$ cat src/rtl/block_ram_dual_be_if.sv
// One RAM port: independent read and byte-enabled write channels plus read-data return.
// DO/DO_VALID flow back to the master; everything else is driven by the master.
interface block_ram_dual_be_if #(
  parameter int ADDR_WIDTH = 1,
  parameter int DATA_WIDTH = 8
);
  localparam int NBYTES = DATA_WIDTH / 8;

  logic [ADDR_WIDTH-1:0] RD_ADDR;
  logic                  RE;
  logic [ADDR_WIDTH-1:0] WR_ADDR;
  logic [DATA_WIDTH-1:0] DI;
  logic                  WE;
  logic [NBYTES-1:0]     BE;
  logic [DATA_WIDTH-1:0] DO;
  logic                  DO_VALID;

  modport master (
    output RD_ADDR, RE, WR_ADDR, DI, WE, BE,
    input  DO, DO_VALID
  );

  modport slave (
    input  RD_ADDR, RE, WR_ADDR, DI, WE, BE,
    output DO, DO_VALID
  );
endinterface

$ cat src/rtl/block_ram_dual_be.sv
// Dual-port block RAM with per-port byte-enabled writes, A-wins byte merge on same-address
// writes, selectable read-during-write behaviour and an optional output register stage.
module block_ram_dual_be #(
  parameter int ADDR_WIDTH = 1,
  parameter int DATA_WIDTH = 8,
  parameter     INIT_FILE  = "UNUSED",
  parameter int RDW_MODE   = 0,
  parameter int OUT_REG    = 0
) (
  input  logic                 clock,
  input  logic                 reset,
  block_ram_dual_be_if.slave   port_a,
  block_ram_dual_be_if.slave   port_b,
  output logic                 COLLIDE
);

  localparam int NBYTES = DATA_WIDTH / 8;
  localparam int DEPTH  = 1 << ADDR_WIDTH;

  // Index 0 is port A, index 1 is port B.
  logic [ADDR_WIDTH-1:0] rd_addr [2];
  logic [ADDR_WIDTH-1:0] wr_addr [2];
  logic [DATA_WIDTH-1:0] di      [2];
  logic [NBYTES-1:0]     be      [2];
  logic                  re      [2];
  logic                  we      [2];
  logic [1:0]            we_eff;
  logic [DATA_WIDTH-1:0] do_w       [2];
  logic                  do_valid_w [2];

  assign rd_addr[0] = port_a.RD_ADDR;
  assign rd_addr[1] = port_b.RD_ADDR;
  assign wr_addr[0] = port_a.WR_ADDR;
  assign wr_addr[1] = port_b.WR_ADDR;
  assign di[0]      = port_a.DI;
  assign di[1]      = port_b.DI;
  assign be[0]      = port_a.BE;
  assign be[1]      = port_b.BE;
  assign re[0]      = port_a.RE;
  assign re[1]      = port_b.RE;
  assign we[0]      = port_a.WE;
  assign we[1]      = port_b.WE;

  assign port_a.DO       = do_w[0];
  assign port_b.DO       = do_w[1];
  assign port_a.DO_VALID = do_valid_w[0];
  assign port_b.DO_VALID = do_valid_w[1];

  logic [DATA_WIDTH-1:0] mem [DEPTH] = '{default: '0};

  genvar gi;
  generate
    // A write with no byte enabled is not a write at all, and nothing is written in reset.
    for (gi = 0; gi < 2; gi++) begin : g_we
      assign we_eff[gi] = we[gi] & reset & (|be[gi]);
    end
  endgenerate

  // Port A is applied last so it wins any byte both ports write in the same cycle.
  always_ff @(posedge clock) begin
    for (int i = 0; i < NBYTES; i++) begin
      if (we_eff[1] && be[1][i]) mem[wr_addr[1]][8*i +: 8] <= di[1][8*i +: 8];
      if (we_eff[0] && be[0][i]) mem[wr_addr[0]][8*i +: 8] <= di[0][8*i +: 8];
    end
  end

  always_ff @(posedge clock or negedge reset) begin
    if (!reset) begin
      COLLIDE <= 1'b0;
    end else begin
      COLLIDE <= we_eff[0] && we_eff[1] && (wr_addr[0] == wr_addr[1]) && (|(be[0] & be[1]));
    end
  end

  generate
    for (gi = 0; gi < 2; gi++) begin : g_rd
      logic [DATA_WIDTH-1:0] rd_word_reg;
      logic [DATA_WIDTH-1:0] fwd_data_reg;
      logic [NBYTES-1:0]     fwd_mask_reg;
      logic [DATA_WIDTH-1:0] fwd_data_next;
      logic [NBYTES-1:0]     fwd_mask_next;
      logic [DATA_WIDTH-1:0] merged;
      logic [DATA_WIDTH-1:0] hold_reg;
      logic                  s1_valid_reg;
      logic                  s2_valid_reg;

      // Bytes written this cycle to the read address, resolved with the same A-over-B priority.
      always_comb begin
        fwd_mask_next = '0;
        fwd_data_next = '0;
        for (int i = 0; i < NBYTES; i++) begin
          if (we_eff[0] && be[0][i] && (wr_addr[0] == rd_addr[gi])) begin
            fwd_mask_next[i]          = 1'b1;
            fwd_data_next[8*i +: 8]   = di[0][8*i +: 8];
          end else if (we_eff[1] && be[1][i] && (wr_addr[1] == rd_addr[gi])) begin
            fwd_mask_next[i]          = 1'b1;
            fwd_data_next[8*i +: 8]   = di[1][8*i +: 8];
          end
        end
        if (RDW_MODE == 0) fwd_mask_next = '0;
      end

      // Read-first RAM access; forwarding is merged after the registered read.
      always_ff @(posedge clock) begin
        if (re[gi]) begin
          rd_word_reg  <= mem[rd_addr[gi]];
          fwd_mask_reg <= fwd_mask_next;
          fwd_data_reg <= fwd_data_next;
        end
      end

      always_comb begin
        merged = rd_word_reg;
        for (int i = 0; i < NBYTES; i++) begin
          if (fwd_mask_reg[i]) merged[8*i +: 8] = fwd_data_reg[8*i +: 8];
        end
      end

      // hold_reg doubles as the output pipeline stage and the last-value holder.
      always_ff @(posedge clock or negedge reset) begin
        if (!reset) begin
          s1_valid_reg <= 1'b0;
          s2_valid_reg <= 1'b0;
          hold_reg     <= '0;
        end else begin
          s1_valid_reg <= re[gi];
          s2_valid_reg <= s1_valid_reg;
          if (s1_valid_reg) hold_reg <= merged;
        end
      end

      assign do_w[gi]       = (OUT_REG != 0) ? hold_reg : (s1_valid_reg ? merged : hold_reg);
      assign do_valid_w[gi] = (OUT_REG != 0) ? s2_valid_reg : s1_valid_reg;
    end
  endgenerate

endmodule

$ cat src/flat_wrapper.sv
// flat-port wrapper written by rule: the top's interface ports become plain ports
module block_ram_dual_be_flat 
#(
  parameter int ADDR_WIDTH = 1,
  parameter int DATA_WIDTH = 8,
  parameter     INIT_FILE  = "      ",
  parameter int RDW_MODE   = 0,
  parameter int OUT_REG    = 0
)
  (clock, reset, COLLIDE, port_a_RD_ADDR, port_a_RE, port_a_WR_ADDR, port_a_DI, port_a_WE, port_a_BE, port_a_DO, port_a_DO_VALID, port_b_RD_ADDR, port_b_RE, port_b_WR_ADDR, port_b_DI, port_b_WE, port_b_BE, port_b_DO, port_b_DO_VALID);
  block_ram_dual_be_if #(.ADDR_WIDTH(ADDR_WIDTH), .DATA_WIDTH(DATA_WIDTH)) port_a_i ();
  block_ram_dual_be_if #(.ADDR_WIDTH(ADDR_WIDTH), .DATA_WIDTH(DATA_WIDTH)) port_b_i ();
  input  logic clock;
  input  logic reset;
  output logic COLLIDE;
  input wire logic [$bits(port_a_i.RD_ADDR)-1:0] port_a_RD_ADDR;
  input wire logic [$bits(port_a_i.RE)-1:0] port_a_RE;
  input wire logic [$bits(port_a_i.WR_ADDR)-1:0] port_a_WR_ADDR;
  input wire logic [$bits(port_a_i.DI)-1:0] port_a_DI;
  input wire logic [$bits(port_a_i.WE)-1:0] port_a_WE;
  input wire logic [$bits(port_a_i.BE)-1:0] port_a_BE;
  output wire logic [$bits(port_a_i.DO)-1:0] port_a_DO;
  output wire logic [$bits(port_a_i.DO_VALID)-1:0] port_a_DO_VALID;
  input wire logic [$bits(port_b_i.RD_ADDR)-1:0] port_b_RD_ADDR;
  input wire logic [$bits(port_b_i.RE)-1:0] port_b_RE;
  input wire logic [$bits(port_b_i.WR_ADDR)-1:0] port_b_WR_ADDR;
  input wire logic [$bits(port_b_i.DI)-1:0] port_b_DI;
  input wire logic [$bits(port_b_i.WE)-1:0] port_b_WE;
  input wire logic [$bits(port_b_i.BE)-1:0] port_b_BE;
  output wire logic [$bits(port_b_i.DO)-1:0] port_b_DO;
  output wire logic [$bits(port_b_i.DO_VALID)-1:0] port_b_DO_VALID;
  assign port_a_i.RD_ADDR = port_a_RD_ADDR;
  assign port_a_i.RE = port_a_RE;
  assign port_a_i.WR_ADDR = port_a_WR_ADDR;
  assign port_a_i.DI = port_a_DI;
  assign port_a_i.WE = port_a_WE;
  assign port_a_i.BE = port_a_BE;
  assign port_a_DO = port_a_i.DO;
  assign port_a_DO_VALID = port_a_i.DO_VALID;
  assign port_b_i.RD_ADDR = port_b_RD_ADDR;
  assign port_b_i.RE = port_b_RE;
  assign port_b_i.WR_ADDR = port_b_WR_ADDR;
  assign port_b_i.DI = port_b_DI;
  assign port_b_i.WE = port_b_WE;
  assign port_b_i.BE = port_b_BE;
  assign port_b_DO = port_b_i.DO;
  assign port_b_DO_VALID = port_b_i.DO_VALID;
  block_ram_dual_be #(.ADDR_WIDTH(ADDR_WIDTH), .DATA_WIDTH(DATA_WIDTH), .INIT_FILE(INIT_FILE), .RDW_MODE(RDW_MODE), .OUT_REG(OUT_REG)) u_core (.clock(clock), .reset(reset), .port_a(port_a_i), .port_b(port_b_i), .COLLIDE(COLLIDE));
endmodule
$ cat config.mk
export PLATFORM = sky130hd
export DESIGN_NAME = block_ram_dual_be_flat
export DESIGN_NICKNAME = d
export VERILOG_FILES = /design/src/rtl/block_ram_dual_be_if.sv /design/src/rtl/block_ram_dual_be.sv /design/src/flat_wrapper.sv
export SDC_FILE = /design/constraint.sdc
export NUM_CORES = 1
export LEC_CHECK = 0
export BUFFER_PORTS_ARGS = -buffer_cell sky130_fd_sc_hd__buf_2
export CAP_MARGIN = 10
export CORE_MARGIN = 3
export CORE_UTILIZATION = 40
export DETAILED_ROUTE_END_ITERATION = 10
export SKIP_LAST_GASP = 1
export SLEW_MARGIN = 20
export SYNTH_ARGS = -nofsm -noshare
export SYNTH_HDL_FRONTEND = slang
export SYNTH_SLANG_ARGS = --single-unit
$ cat constraint.sdc
create_clock -name clock -period 1.3 [get_ports clock]
set_input_delay 0.065 -clock clock [delete_from_list [all_inputs] [get_ports clock]]
set_output_delay 0.065 -clock clock [all_outputs]
set_load 0.02 [all_outputs]
==> results of run 1 <==
per-stage QoR:
step / setup TNS (ns) / utilization / total power [mW]
final: -0.921 / 0.562 / 3.56
after global routing: -1.73 / 0.562 / 3.71
after floorplan: 0 / - / 2.19
after detailed placement: 0 / 0.491 / 2.38
after CTS: -0.860 / 0.555 / 3.56
after global placement: 0 / 0.491 / 2.36
cell usage in the layout, fill, tap and decap left out, drive strengths merged:
master,synthesis,final
dlygate4sd3,0,3
xor2,1,1
nor3,1,1
mux2,48,48
inv,1,1
nand4b,1,1
nand4,1,1
nand3,1,1
bufinv,0,1
nand2,1,1
clkinv,0,2
o21ai,2,2
clkbuf,0,5
edfxtp,32,32
dfrtp,19,19
buf,4,55
layout make-up:
cell class	count	area, sq um	area share
Multi-Input combinational cell	56	659	0.241
Clock buffer	5	68.8	0.0251
Timing Repair Buffer	58	443	0.162
Sequential cell	51	1440	0.525
Clock inverter	3	43.8	0.0160
Tap cell	67	83.8	0.0306
Inverter	1	3.75	0.00137
cells by family after synthesis:
logic type | synth area share
muxes | 0.260
DFF | 0.691
and+or+nand+nor | 0.0283
buffers and inverters | 0.0114
AOI/OAI and AO/OA | 0.00482
xor gates and xnor gates | 0.00422
Yosys cell counts:
library cell / number / share of area
edfxtp_1: 32 / 0.46
dfrtp_1: 19 / 0.23
nand3_1: 1 / 0.0024
inv_1: 1 / 0.0018
nand4b_4: 1 / 0.011
nor3_1: 1 / 0.0024
mux2_2: 48 / 0.26
nand4_4: 1 / 0.010
xor2_1: 1 / 0.0042
buf_2: 4 / 0.0096
o21ai_0: 2 / 0.0048
nand2_1: 1 / 0.0018
path summary, 6_finish.rpt:
path / endpoint / cells past startpoint / from / slack [ns]
max reg2reg: u_core.g_rd[1].hold_reg[5] / 3 / u_core.port_b.DO_VALID / 0.20
min: u_core.COLLIDE / 3 / port_a_WE / 0.05
min reg2reg: u_core.g_rd[1].hold_reg[7] / 1 / u_core.g_rd[1].hold_reg[7] / 0.51
max: port_b_DO[5] / 3 / u_core.port_b.DO_VALID / -0.07
max in group asynchronous: u_core.port_a.DO_VALID / 3 / reset / 0.68
min in group asynchronous: u_core.g_rd[1].hold_reg[6] / 3 / reset / 0.39
report_power, final:
part | internal, mW | switching (mW) | leakage, nW | total, mW
logic | 0.311 | 0.263 | 0.554 | 0.574
clock network | 0.573 | 0.502 | 0.0581 | 1.07
registers | 1.87 | 0.0439 | 0.526 | 1.91
layer usage:
layer / vias to the layer above / routed length (um)
li1: 553 / -
met1: 583 / 1620
met2: 26 / 2220
met3: 5 / 147
met4: 0 / 57
met5: - / 0
worst register-to-register path, cell delays in order (launching register included):
cell	delay [ns]
dfrtp_2	0.43
buf_6	0.13
mux2_4	0.31
buf_4	0.13
what timing repair did:
item | 4_1_cts | 5_1_grt
gates resized for setup | 44 | 9
buffers inserted | 6 | 0
pin swaps | 0 | 0
setup endpoints to repair | 16 | 16
hold endpoints to repair | 21 | 0
hold buffers | 3 | 0
==> impl_metrics.json, run 1 <==
{
  "status": "finished, violations left",
  "violations": "setup timing",
  "gp_congestion": 0.749,
  "cts_root_buf": "clkbuf_8",
  "whs_ns": 0.0454,
  "coreArea_sq_um": 4880,
  "synth_nets": 140,
  "antenna_cells": 0,
  "cts_sinks": 51,
  "die-area_sq_um": 6100,
  "clk_path_buf_depth": 2,
  "met3_usage": 0.0333,
  "grt_pass1_vias": 1267,
  "path_cells": "buf_6, mux2_4, buf_6",
  "grt.total_usage": 0.136,
  "routed_wirelength_um": 4040,
  "hold_viol_final": 0,
  "drc": 0,
  "fp-row-count": 25,
  "timing.final.ws_setup_ns": -0.0700,
  "grt_use_met2": 0.243,
  "fp.dieH_um": 78.1,
  "gr-total-overflow": 0,
  "fin_area_sq_um": 2740,
  "cp-end-kind": "primary output",
  "drive_gt1_frac": 0.661,
  "maxSlewViolCount": 0,
  "worst_slew_pin_slew_ns": 0.253,
  "grt_antenna_before_repair": 0,
  "cts_max_level": 2,
  "die_w_um": 78.1,
  "vias": 1167,
  "cp_max_fo": 3,
  "relSlewSlack": 0.831,
  "dpl.hpwl_um": 2810,
  "cts_buffers": 5,
  "drv_cap": 0,
  "cpLargestDelayFamily": "flip-flops",
  "clkLatencyLatePin_ns": 0.30,
  "first_pass_iters": 4,
  "cp_common_cell": "buf_6",
  "grt.busiest_layer": "met2",
  "final_antenna_net_count": 0,
  "syn_inst": 112,
  "io_buffers": 46,
  "peakVddDrop_mv": 0.491,
  "arrival_ns": 1.31,
  "worstSetupPathType": "register to primary output",
  "cts_tree": "built",
  "finalSetupViolCount": 16,
  "finalNonFillerCells": 241,
  "max_stage_delay_ns": 0.43,
  "nets": 201,
  "seq_area_frac_synth": 0.691,
  "place_inst": 224,
  "hold_path.class": "primary input to register",
  "syn_avg_cell_area_sq_um": 18.6,
  "syn_to_final_growth_pct": 31.9,
  "globalRouteMet1Util": 0.160,
  "fin_skew_ns": 0.00562,
  "critical_path_buf_inv_count": 2,
  "fin_crit_sh": 1.05,
  "cp-start-kind": "register",
  "grt_max_degree": 20,
  "cp_slowest_cell": "dfrtp_2",
  "grt_pass1_wl_um": 6290,
  "required_ns": 1.24,
  "dpl-instance-area_sq_um": 2390,
  "yosys_warnings": 0,
  "viasPerCell": 4.84,
  "synth-seq-cells": 51,
  "drt_iter0_drc": 79,
  "place_ws_ns": 0.155,
  "fmax_mhz": 730,
  "rsz0062_at_grt": "yes",
  "fillCellCount": 413,
  "wire_per_inst_um": 16.8,
  "netlist-cell-type-count": 12,
  "min_period_ns": 1.37,
  "pin_count": 47,
  "p_leak_nw": 1.14,
  "netlist_area_sq_um": 2080,
  "clkTransAtPathRegs_ns": 0.09,
  "start_util": 0.426,
  "p_per_area_nw_per_um2": 1300
}
(Power assumes the default switching activity.)
==> run 2: changes to the inputs <==
- CAP_MARGIN: 10 -> 25
- RECOVER_POWER: unset -> 50
==> impl_metrics.json, run 2 (synthesized netlist as in run 1, its figures left out) <==
{
  "relSlewSlack": 0.643,
  "r2r_slack_ns": 0.20,
  "gr-total-overflow": 0,
  "start_util": 0.426,
  "cp_slowest_cell": "dfrtp_2",
  "violations": "setup timing",
  "io_buffers": 46,
  "grt_pass1_vias": 1267,
  "drv_cap": 0,
  "fin_skew_ns": 0.00561,
  "cp-start-kind": "register",
  "arrival_ns": 1.30,
  "nets": 201,
  "max_stage_delay_ns": 0.43,
  "final_cell_mix": "mux2_2 (37), edfxtp_1 (32), buf_2 (27)",
  "die_w_um": 78.1,
  "routed_wirelength_um": 4080,
  "clkLatencyLatePin_ns": 0.30,
  "timing.final.ws_setup_ns": -0.0699,
  "fmax_mhz": 730,
  "dpl.hpwl_um": 2810,
  "final_antenna_net_count": 0,
  "final_common_cell": "mux2_2",
  "die-area_sq_um": 6100,
  "p_per_area_nw_per_um2": 1310,
  "grt_pass1_wl_um": 6290,
  "finalSetupViolCount": 16,
  "p_leak_nw": 1.11,
  "cts_root_buf": "clkbuf_8",
  "drt_iter0_drc": 85,
  "utilization": 0.554,
  "whs_ns": 0.0140,
  "grt_max_degree": 20,
  "reg2reg_depth": 3,
  "min_period_ns": 1.37,
  "viasPerCell": 4.81,
  "critPathLaunch": "u_core.port_b.DO_VALID",
  "cp.depth": 3,
  "worstSetupPathType": "register to primary output",
  "cts_buffers": 5,
  "reg2reg_from": "u_core.port_b.DO_VALID",
  "hold_viol_final": 0,
  "gp_congestion": 0.749,
  "cpLargestDelayFamily": "flip-flops",
  "crit_end": "port_b_DO[5]",
  "cp-end-kind": "primary output",
  "maxSlewViolCount": 0,
  "clk_path_buf_depth": 2,
  "status": "finished, violations left",
  "cts_tree": "built",
  "rsz0062_at_grt": "yes",
  "finalPower_mw": 3.55,
  "cts_sinks": 51,
  "min_from": "port_a_WE",
  "critical_path_buf_inv_count": 2,
  "grt_antenna_before_repair": 0,
  "place_ws_ns": 0.155,
  "fin_setup_tns_ns": -0.917,
  "antenna_cells": 0,
  "cp_common_cell": "buf_6",
  "r2r-end": "u_core.g_rd[1].hold_reg[5]",
  "drive_gt1_frac": 0.632,
  "fin_crit_sh": 1.05,
  "vias": 1159,
  "cts_max_level": 2,
  "wire_per_inst_um": 16.9,
  "peakVddDrop_mv": 0.494,
  "worst_slew_pin_slew_ns": 0.534,
  "required_ns": 1.24,
  "fp-row-count": 25,
  "first_pass_iters": 4,
  "cp_max_fo": 3,
  "hold_path.class": "primary input to register",
  "syn_to_final_growth_pct": 30.0,
  "grt.total_usage": 0.136,
  "path_cells": "buf_6, mux2_4, buf_6",
  "coreArea_sq_um": 4880,
  "pin_count": 47,
  "fp.dieH_um": 78.1,
  "drc": 0,
  "clkTransAtPathRegs_ns": 0.09
}
[run 2: cell count changes in the layout (fill, tap and decap cells not counted)]
cell	delta
buf_2	-3
buf_4	-2
clkbuf_1	+3
clkbuf_2	+2
nand4_1	+1
nand4_4	-1
nand4b_1	+1
nand4b_4	-1
[run 2: routing by layer]
metal / vias to the layer above / track usage / part of all wire
li1: 549 / - / -
met1: 579 / 0.160 / 0.41
met2: 26 / 0.243 / 0.54
met3: 5 / 0.0333 / 0.036
met4: 0 / 0.0472 / 0.014
met5: - / 0 / 0
[run 2: power by group]
group	switching [mW]	internal [mW]
Clock	0.504	0.573
Combinational	0.258	0.305
Sequential	0.0440	1.87
[run 2: worst min path at each step]
| stage | endpoint | slack (ns) | cells past startpoint |
|---|---|---|---|
| finish | u_core.COLLIDE | 0.01 | 3 |
| global route | u_core.COLLIDE | 0.02 | 3 |
| CTS | u_core.COLLIDE | 0.04 | 3 |
| detailed placement | u_core.COLLIDE | 0.19 | 2 |
| global placement | u_core.COLLIDE | 0.17 | 2 |
| floorplan | u_core.COLLIDE | -0.23 | 0 |
[run 2: per-stage QoR]
stage                     instances  area [sq um]
after floorplan                 112          2080
after global placement          224          2390
after detailed placement        224          2390
after CTS                       241          2710
after global routing            241          2700
final                           241          2700
[run 2: cell type report]
type	count	area, sq um
inverters	1	3.75
clock inverters	3	43.8
multi-input cells	56	629
clock buffers	5	68.8
repair buffers	58	434
fillers	418	2180
flip-flops and latches	51	1440
well taps	67	83.8
[run 2: repair_timing]
action                                 CTS  global route
hold buffers                             3             0
setup endpoints to repair               16            16
buffers inserted                         6             0
endpoints found under the hold margin   21             0
gates resized for setup                 44             9
[run 2: worst reg2reg max path: stages (launching register included)]
cell and delay (ns):
dfrtp_2 0.43, buf_6 0.13, mux2_4 0.31, buf_4 0.13
